<file path="src/rtl/pipeline_mux_arbiter_pkg.sv">
// Shared constants for the pipeline select-mux arbiter.
package pipeline_mux_arbiter_pkg;

  localparam int AW_DEF = 5;
  localparam int N_SRC  = 4;
  localparam int SEL_W  = 2;

  // FSM encodings: IDLE means nothing is presented downstream.
  localparam logic IDLE = 1'b0;
  localparam logic BUSY = 1'b1;

endpackage

</file>
<file path="src/rtl/pipeline_mux_arbiter_pick.sv">
// Combinational 4-way rotate-priority encoder: first set bit of ereq at or
// after ptr, wrapping modulo 4.
module pipeline_rr_pick
  import pipeline_mux_arbiter_pkg::*;
(
  input  logic [N_SRC-1:0] ereq,
  input  logic [SEL_W-1:0] ptr,
  output logic [SEL_W-1:0] w,
  output logic             any
);

  logic [SEL_W-1:0] idx;

  // Scan offsets from farthest to nearest so the nearest hit is kept last.
  always_comb begin
    w   = ptr;
    any = 1'b0;
    idx = '0;
    for (int k = N_SRC - 1; k >= 0; k--) begin
      idx = ptr + SEL_W'(k);
      if (ereq[idx]) begin
        w   = idx;
        any = 1'b1;
      end
    end
  end

endmodule

</file>
<file path="src/rtl/pipeline_mux_arbiter.sv">
// Round-robin arbiter for the shared 4-input pipeline select mux, presenting
// the chosen address downstream through a valid/ready handshake.
//
// Handshake: y is transferred on a rising edge where out_valid=1 and
// out_ready=1. While out_valid=1 and out_ready=0, y/sel/out_valid hold and no
// new winner is chosen. A new winner may load on the same edge as an accept.
module pipeline_mux_arbiter
  import pipeline_mux_arbiter_pkg::*;
#(
  parameter int AW        = AW_DEF,
  parameter int DROP_ZERO = 1
) (
  input  logic             clk,
  input  logic             reset,
  input  logic [N_SRC-1:0] req,
  input  logic [AW-1:0]    c0,
  input  logic [AW-1:0]    c1,
  input  logic [AW-1:0]    c2,
  input  logic [AW-1:0]    c3,
  output logic [N_SRC-1:0] gnt,
  output logic [SEL_W-1:0] sel,
  output logic [AW-1:0]    y,
  output logic             out_valid,
  input  logic             out_ready
);

  logic [N_SRC-1:0] gnt_q, gnt_d;
  logic [SEL_W-1:0] sel_q, sel_d;
  logic [SEL_W-1:0] ptr_q, ptr_d;
  logic [AW-1:0]    y_q, y_d;
  logic             state_q, state_d;

  logic             load;
  logic [N_SRC-1:0] ereq;
  logic [SEL_W-1:0] win;
  logic             win_any;
  logic [AW-1:0]    cw;

  // A source granted last cycle is masked for one cycle so it can drop req.
  assign ereq = req & ~gnt_q;
  assign load = (state_q == IDLE) | out_ready;

  pipeline_rr_pick u_pick (
    .ereq (ereq),
    .ptr  (ptr_q),
    .w    (win),
    .any  (win_any)
  );

  // 4:1 select of the winning source address.
  always_comb begin
    cw = c0;
    case (win)
      2'd0: cw = c0;
      2'd1: cw = c1;
      2'd2: cw = c2;
      2'd3: cw = c3;
      default: cw = c0;
    endcase
  end

  // Next-state: grant, pointer rotation, held output and FSM.
  always_comb begin
    gnt_d   = '0;
    sel_d   = sel_q;
    ptr_d   = ptr_q;
    y_d     = y_q;
    state_d = state_q;
    if (load) begin
      if (win_any) begin
        gnt_d = N_SRC'(1) << win;
        sel_d = win;
        ptr_d = win + SEL_W'(1);
        if ((DROP_ZERO != 0) && (cw == '0)) begin
          // $zero target: acknowledge the source but present nothing.
          y_d     = '0;
          state_d = IDLE;
        end else begin
          y_d     = cw;
          state_d = BUSY;
        end
      end else begin
        state_d = IDLE;
      end
    end
  end

  // State registers with synchronous reset.
  always_ff @(posedge clk) begin
    if (reset) begin
      gnt_q   <= '0;
      sel_q   <= '0;
      ptr_q   <= '0;
      y_q     <= '0;
      state_q <= IDLE;
    end else begin
      gnt_q   <= gnt_d;
      sel_q   <= sel_d;
      ptr_q   <= ptr_d;
      y_q     <= y_d;
      state_q <= state_d;
    end
  end

  assign gnt       = gnt_q;
  assign sel       = sel_q;
  assign y         = y_q;
  assign out_valid = (state_q == BUSY);

endmodule

</file>
<file path="config.mk">
export PLATFORM = sky130hd
export DESIGN_NAME = pipeline_mux_arbiter
export DESIGN_NICKNAME = d
export VERILOG_FILES = /design/src/rtl/pipeline_mux_arbiter_pkg.sv /design/src/rtl/pipeline_mux_arbiter_pick.sv /design/src/rtl/pipeline_mux_arbiter.sv
export SDC_FILE = /design/constraint.sdc
export NUM_CORES = 1
export LEC_CHECK = 0
export ABC_AREA = 1
export ABC_CLOCK_PERIOD_IN_PS = 3350
export CORE_MARGIN = 1.5
export CORE_UTILIZATION = 43
export CTS_BUF_LIST = sky130_fd_sc_hd__clkbuf_2
export DETAILED_ROUTE_END_ITERATION = 8
export PLACE_DENSITY_LB_ADDON = 0.1
export SYNTH_ARGS = -nofsm -noshare
export SYNTH_HDL_FRONTEND = slang
export SYNTH_SLANG_ARGS = --single-unit
</file>
<file path="constraint.sdc">
create_clock -name clk -period 3.35 [get_ports clk]
set_input_delay 0.8375 -clock clk [delete_from_list [all_inputs] [get_ports clk]]
set_output_delay 0.8375 -clock clk [all_outputs]
set_load 0.03 [all_outputs]
</file>
==> results of run 1 <==
registers in the layout (all words and copies together), names as in the netlist:
register and cells:
y 5, sel 2, gnt 4, ptr_q 2
out_valid 1
worst min path at each step:
stage / end / slack [ns] / cells past startpoint
finish: sel[1] / 0.48 / 2
floorplan: ptr_q[1] / 0.57 / 2
detailed placement: sel[1] / 0.47 / 2
global route: sel[1] / 0.50 / 2
global placement: sel[1] / 0.46 / 2
CTS: sel[1] / 0.49 / 2
cells by family after synthesis:
family	share of synthesized area
DFF	0.309
buffers and inverters	0.0895
AOI/OAI and AO/OA	0.157
adders and majority gates	0.0413
and+or+nand+nor	0.404
stage by stage:
step,hold WS (ns),util,std cells,power [mW]
6_report,0.484,0.672,203,1.56
3_3_place_gp,0.460,0.663,199,1.47
2_1_floorplan,0.572,-,135,1.17
3_5_place_dp,0.465,0.663,199,1.48
4_1_cts,0.486,0.672,203,1.56
5_1_grt,0.504,0.672,203,1.72
cells in the final DEF, fill, tap and decap left out:
master and instances:
o21bai_1 1, nand2_2 7, o211ai_1 1, buf_4 1, nor2_1 5, clkinv_1 1, inv_6 1, or2_2 4
clkdlybuf4s50_1 38, nand3_1 22, inv_2 2, nand2_4 1, a221oi_1 5, nor3_2 1, dfxtp_1 14, nand4_2 1
a21oi_1 8, o21ai_2 1, inv_1 13, ha_1 3, o21ai_0 7, nand2_1 36, clkbuf_2 3
worst register-to-register path, stage by stage, from the launching register on:
cell	delay [ns]
dfxtp_1	0.63
nand3_1	0.20
nand3_1	0.14
nand2_2	0.08
nand2_2	0.10
nand3_1	0.09
nand2_2	0.08
nand2_4	0.06
inv_1	0.13
ha_1	0.28
inv_1	0.12
or2_2	0.28
nand2_1	0.09
nand3_1	0.08
o21bai_1	0.13
a21oi_1	0.08
power by group through the flow:
| stage | sequential, mW | clock, mW | combinational [mW] |
|---|---|---|---|
| after floorplan | 0.391 | 0 | 0.776 |
| after global placement | 0.295 | 0 | 1.17 |
| after detailed placement | 0.296 | 0 | 1.18 |
| after CTS | 0.294 | 0.0800 | 1.19 |
| after global routing | 0.305 | 0.0866 | 1.32 |
| final | 0.293 | 0.0786 | 1.19 |
per-layer routing:
metal / GRT usage / vias to the layer above / wire, µm
met4: 0.0571 / 0 / 33
met5: 0 / - / 0
li1: - / 533 / -
met3: 0.0123 / 5 / 79
met1: 0.236 / 459 / 997
met2: 0.395 / 30 / 1190
final cells by class:
class	count	area share
clock buffers	3	0.0113
inverters	16	0.0488
repair buffers	39	0.291
flip-flops and latches	14	0.210
clock inverters	1	0.00282
multi-input cells	103	0.410
well taps	27	0.0254
==> reports/metrics.csv, run 1 <==
stage,metric,value,unit
run_status,status,completed,
synthesis,total nets after synthesis,165,
final_layout,layout filler cell count,180,
synthesis,Area contributors post-synth,"dfxtp_1, nand2_1, nand3_1",
route,drt pass-1 iters,4,
clock_tree,buffer cell driving the clock tree root,clkbuf_2,
route,antenna violation net count after detailed routing,0,
final_layout,Final Net Count,207,
synthesis,count of state elements after synthesis,14,
global_route,global-route usage over all layers,0.203,
route,post-detailed-route DRC marker count,0,
place,number of I/O port buffers,38,
setup_path,worst-path fanout max,6,
setup_path,classification of the worst setup path,input pin to flip-flop,
synthesis,post-synthesis area per instance,6.73,µm²
synthesis,largest area contributor in the netlist,dfxtp_1,
place,GPL Wtd Cong,0.785,
floorplanning,IO Pins,39,
setup_path,ordered list of cells on the worst path,"clkdlybuf4s50_1, nand3_1, nand3_1, nand2_2, nand2_2, nand3_1, nand2_2, nand2_4, inv_1, ha_1, inv_1, or2_2, nand2_1, nand3_1, o21bai_1, a21oi_1",
global_route,largest net degree at the start of global routing,15,
setup_path,buffer and inverter count on the worst path,3,
setup_path,Worst setup endpoint,out_valid,
synthesis,part of the Yosys area used for sequential elements,0.309,
clock_tree,setup fix buffers added after clock tree synthesis,0,
power_and_ir_drop,net switching share of the total power,0.532,
setup_path,worst setup path start,req[0],
clock_tree,clock sink count,14,
synthesis,number of distinct standard cells referenced by the synthesized netlist,21,
power_and_ir_drop,power per unit of standard cell area,1170,nW/µm²
run,max-capacitance violation count,0,
route,vias per cell,5.06,
floorplanning,floorplan row count,16,
sta,time the worst path needs with I/O delays and setup,3.00,ns
power_and_ir_drop,internal cell power,729,µW
sta,Final Max Tran Viols,0,
global_route,number of global-route vias before repair,995,
synthesis,most frequent cell after synthesis,nand2_1,
route,detailed-route via count,1027,
sta,worst slew pin tran,0.471,ns
clock_tree,post-cts resize count,0,
place,Place WS,0.0568,ns
setup_path,CP most frequent cell,nand3_1,
sta,final setup vio count,0,
sta,setup slack of the critical path after layout,0.353,ns
place,HPWL after DPL,1.88,mm
clock_tree,cts-stage hold buffer count,0,
setup_path,setup slack of the most critical reg-to-reg path,0.68,ns
final_layout,antenna fix cells,0,
route,drt first-iter violations,11,
setup_path,master of the slowest instance on the critical path,clkdlybuf4s50_1,
final_layout,share of final-layout standard cells stronger than drive strength 1,0.125,
final_layout,Final Cell Area,1330,µm²
setup_path,largest incremental delay on the critical path,0.47,ns
hold_path,min-delay src,sel[1],
synthesis,number of flops mapped to enable cells by yosys,0,
setup_path,kind of start point of the critical path,input pin,
hold_path,worst hold path type,flip-flop to flip-flop,
final_layout,FF/Latch Area,280,µm²
final_layout,Area Growth Syn to Fin,46.7,%
floorplanning,height of the chip,49.0,µm
floorplanning,standard cell core area,1980,µm²
final_layout,total area of multi-input combinational cells,547,µm²
setup_path,depth of the worst register-to-register path,15,
setup_path,CP required,3.52,ns
power_and_ir_drop,Max rail drop VDD,875,µV
power_and_ir_drop,clock share of power,0.050,
place,post-placement cell area,1310,µm²
synthesis,cell count after synthesis,135,
route,routed wire length per instance,11.3,µm
setup_path,Worst path depth,16,
global_route,initial antenna violation count,0,
clock_tree,clock tree from TritonCTS,done,
floorplanning,initial core utilization,0.458,
floorplanning,die width,49.0,µm
synthesis,post-synthesis instance area,908,µm²
synthesis,leading post-synthesis cells by instance count,"nand2_1, nand3_1, dfxtp_1",
sta,worst slew margin relative to its limit,0.685,
setup_path,cell class contributing the biggest share of worst-path delay,simple AND/OR/NAND/NOR gates,
clock_tree,CTS Buffer Depth,2,
power_and_ir_drop,switching power summed over all nets,830,µW
clock_tree,"Clk Latency, worst-skew pair",0.28,ns
power_and_ir_drop,leakage power total,0.599,nW
power_and_ir_drop,proportion of power drawn by flip-flops and latches,0.188,
sta,Fin Clk Skew,0.00788,ns
clock_tree,number of buffers inserted during clock tree synthesis,3,
sta,setup repair after global routing missed its margin,no,
global_route,wire length of the first global-routing pass,3.95,mm
sta,final-layout setup total negative slack,0,ns
clock_tree,"CTS clk-pin slew, worst paths",0.12,ns
synthesis,count of synthesis-stage warnings from yosys,0,
synthesis,proportion of netlist area held by the largest area contributor,0.309,
synthesis,asr flop ratio synth,0,
setup_path,crit end category,flip-flop,
synthesis,"Primary FF master, synth",dfxtp_1,
setup_path,data arrival at the endpoint of the critical path,3.17,ns
sta,count of final hold-check violations,0,
floorplanning,die area,2400,µm²
route,aggregate routed wire length,2.30,mm
global_route,overflow left after global routing,0,
setup_path,R2R Path Start,ptr_q[0],
sta,max frequency,334,MHz
setup_path,critical register-to-register path endpoint,out_valid,
power_and_ir_drop,Combinational Power Share,0.762,
clock_tree,H-tree depth reported by CTS,1,
sta,portion of the clock cycle consumed by the worst path in the final layout,0.895,
No activity file was read; power rests on OpenSTA's default activity.
==> inputs of run 2 (changes only) <==
--- a/config.mk
+++ b/config.mk
@@ -7,7 +7,6 @@
 export LEC_CHECK = 0
 export ABC_AREA = 1
 export ABC_CLOCK_PERIOD_IN_PS = 3350
-export CORE_MARGIN = 1.5
 export CORE_UTILIZATION = 43
 export CTS_BUF_LIST = sky130_fd_sc_hd__clkbuf_2
 export DETAILED_ROUTE_END_ITERATION = 8
==> run 2 against run 1 <==
Register-to-register slack got worse by 0.07 ns; worst hold slack gained 0.012 ns; flip-flop and latch count stayed put; sequential power barely moved; combinational power about the same; largest cell class unchanged; critical endpoint unchanged; wire length is 1.8% higher; maximum frequency decreased by 1.5%; final cell count unchanged; utilization unchanged; clock skew increased by 0.0031 ns; count of clock-buffer cells in the layout unchanged; critical path depth did not move.
==> reports/metrics.csv, run 2 (synthesis gave the netlist of run 1 again) <==
stage,metric,value,unit
clock_tree,cts-stage hold buffer count,0,
clock_tree,clock sink count,14,
sta,max frequency,329,MHz
final_layout,max reg flops,5,
setup_path,R2R Path Start,ptr_q[0],
sta,Final Max Tran Viols,0,
clock_tree,"CTS clk-pin slew, worst paths",0.14,ns
floorplanning,floorplan row count,16,
run_status,status,completed,
route,routed wire length per instance,11.5,µm
floorplanning,IO Pins,39,
final_layout,antenna fix cells,0,
hold_path,min-delay src,sel[1],
hold_path,Hold Crit Endpoint,sel[1],
sta,Fin Clk Skew,0.0110,ns
place,post-placement cell area,1310,µm²
final_layout,Final Cell Area,1330,µm²
place,number of I/O port buffers,38,
setup_path,setup slack of the most critical reg-to-reg path,0.61,ns
floorplanning,initial core utilization,0.458,
route,antenna violation net count after detailed routing,0,
global_route,largest net degree at the start of global routing,15,
setup_path,critical register-to-register path endpoint,out_valid,
power_and_ir_drop,Max rail drop VDD,745,µV
route,total met2 wirelength after detailed routing,1.24,mm
hold_path,Worst Hold Path Cells,2,
clock_tree,CTS Buffer Depth,2,
final_layout,layout filler cell count,163,
clock_tree,H-tree depth reported by CTS,1,
global_route,overflow left after global routing,0,
final_layout,highest-count cells in the layout ignoring fill and taps,"clkdlybuf4s50_1, nand2_1, nand3_1",
setup_path,data arrival at the endpoint of the critical path,3.23,ns
place,HPWL after DPL,1.90,mm
floorplanning,height of the chip,48.0,µm
final_layout,Area Growth Syn to Fin,46.7,%
sta,setup repair after global routing missed its margin,no,
route,routed metal-1 wire length,1.02,mm
clock_tree,post-cts resize count,0,
power_and_ir_drop,leakage power total,0.599,nW
sta,worst slew pin tran,0.480,ns
sta,count of final hold-check violations,0,
power_and_ir_drop,power consumption,1.57,mW
hold_path,worst hold path type,flip-flop to flip-flop,
setup_path,CP required,3.53,ns
clock_tree,setup fix buffers added after clock tree synthesis,0,
route,highest metal layer with signal wires,met4,
final_layout,Final Net Count,207,
route,vias per cell,5.02,
global_route,initial antenna violation count,0,
place,GPL Wtd Cong,0.783,
route,post-detailed-route DRC marker count,0,
route,drt first-iter violations,10,
power_and_ir_drop,power per unit of standard cell area,1180,nW/µm²
run,max-capacitance violation count,0,
floorplanning,die width,48.0,µm
route,drt pass-1 iters,4,
clock_tree,buffer cell driving the clock tree root,clkbuf_2,
clock_tree,"Clk Latency, worst-skew pair",0.28,ns
setup_path,crit end category,flip-flop,
sta,portion of the clock cycle consumed by the worst path in the final layout,0.908,
floorplanning,die area,2300,µm²
route,detailed-route via count,1020,
setup_path,classification of the worst setup path,input pin to flip-flop,
sta,final setup vio count,0,
global_route,number of global-route vias before repair,873,
final_layout,post-layout util,0.672,
clock_tree,clock tree from TritonCTS,done,
sta,time the worst path needs with I/O delays and setup,3.04,ns
final_layout,share of final-layout standard cells stronger than drive strength 1,0.125,
sta,worst slew margin relative to its limit,0.679,
clock_tree,number of buffers inserted during clock tree synthesis,3,
setup_path,kind of start point of the critical path,input pin,
floorplanning,standard cell core area,1980,µm²
final_layout,"commonest non-fill, non-tap cell in the layout",clkdlybuf4s50_1,
route,aggregate routed wire length,2.34,mm
setup_path,worst-path fanout max,6,
sta,Worst Hold Slack,0.496,ns
setup_path,depth of the worst register-to-register path,15,
route,detailed-routed wire length on met3,74,µm
global_route,global-route usage over all layers,0.205,
global_route,wire length of the first global-routing pass,3.35,mm
sta,final-layout setup total negative slack,0,ns
==> run 2: cell counts in the layout (fill, tap and decap cells not counted) <==
Identical to the previous run, type by type.
==> run 2: routing by layer <==
metal	up-vias	GRT usage
met5	-	0
met3	2	0.0113
met4	0	0.0667
met2	26	0.403
met1	453	0.232
li1	539	-
==> run 2: how the worst max path moves through the flow <==
stage          startpoint        end  cells past startpoint
2_1_floorplan      req[1]  out_valid                     15
3_3_place_gp       req[3]  out_valid                     17
3_5_place_dp       req[0]  out_valid                     16
4_1_cts            req[0]  out_valid                     16
5_1_grt            req[3]  out_valid                     16
6_report           req[0]  out_valid                     16
==> run 2: where the power goes <==
part	switching (mW)	internal (mW)	total, mW
clock	0.0529	0.0259	0.0789
combinational	0.731	0.464	1.20
sequential	0.0521	0.239	0.291
total	0.837	0.729	1.57
==> run 2: through the flow <==
stage	setup slack (ns)	instances
floorplan	0.763	135
global placement	0.129	199
detailed placement	0.00455	199
CTS	0.316	203
global route	0.0970	203
finish	0.308	203
==> run 2: critical path, stage by stage <==
cell and delay (ns):
clkdlybuf4s50_1 0.47, nand3_1 0.12, nand3_1 0.15, nand2_2 0.08
nand2_2 0.10, nand3_1 0.10, nand2_2 0.08, nand2_4 0.06
inv_1 0.13, ha_1 0.28, inv_1 0.12, or2_2 0.28
nand2_1 0.10, nand3_1 0.08, o21bai_1 0.15, a21oi_1 0.08
==> run 2: final cells by class <==
class | instances | area [µm²] | share of cell area
inverter | 16 | 65.1 | 0.0488
tap | 27 | 33.8 | 0.0254
clock inverter | 1 | 3.75 | 0.00282
clock buffer | 3 | 15.0 | 0.0113
multi-input combinational | 103 | 547 | 0.410
timing repair buffer | 39 | 388 | 0.291
sequential | 14 | 280 | 0.210
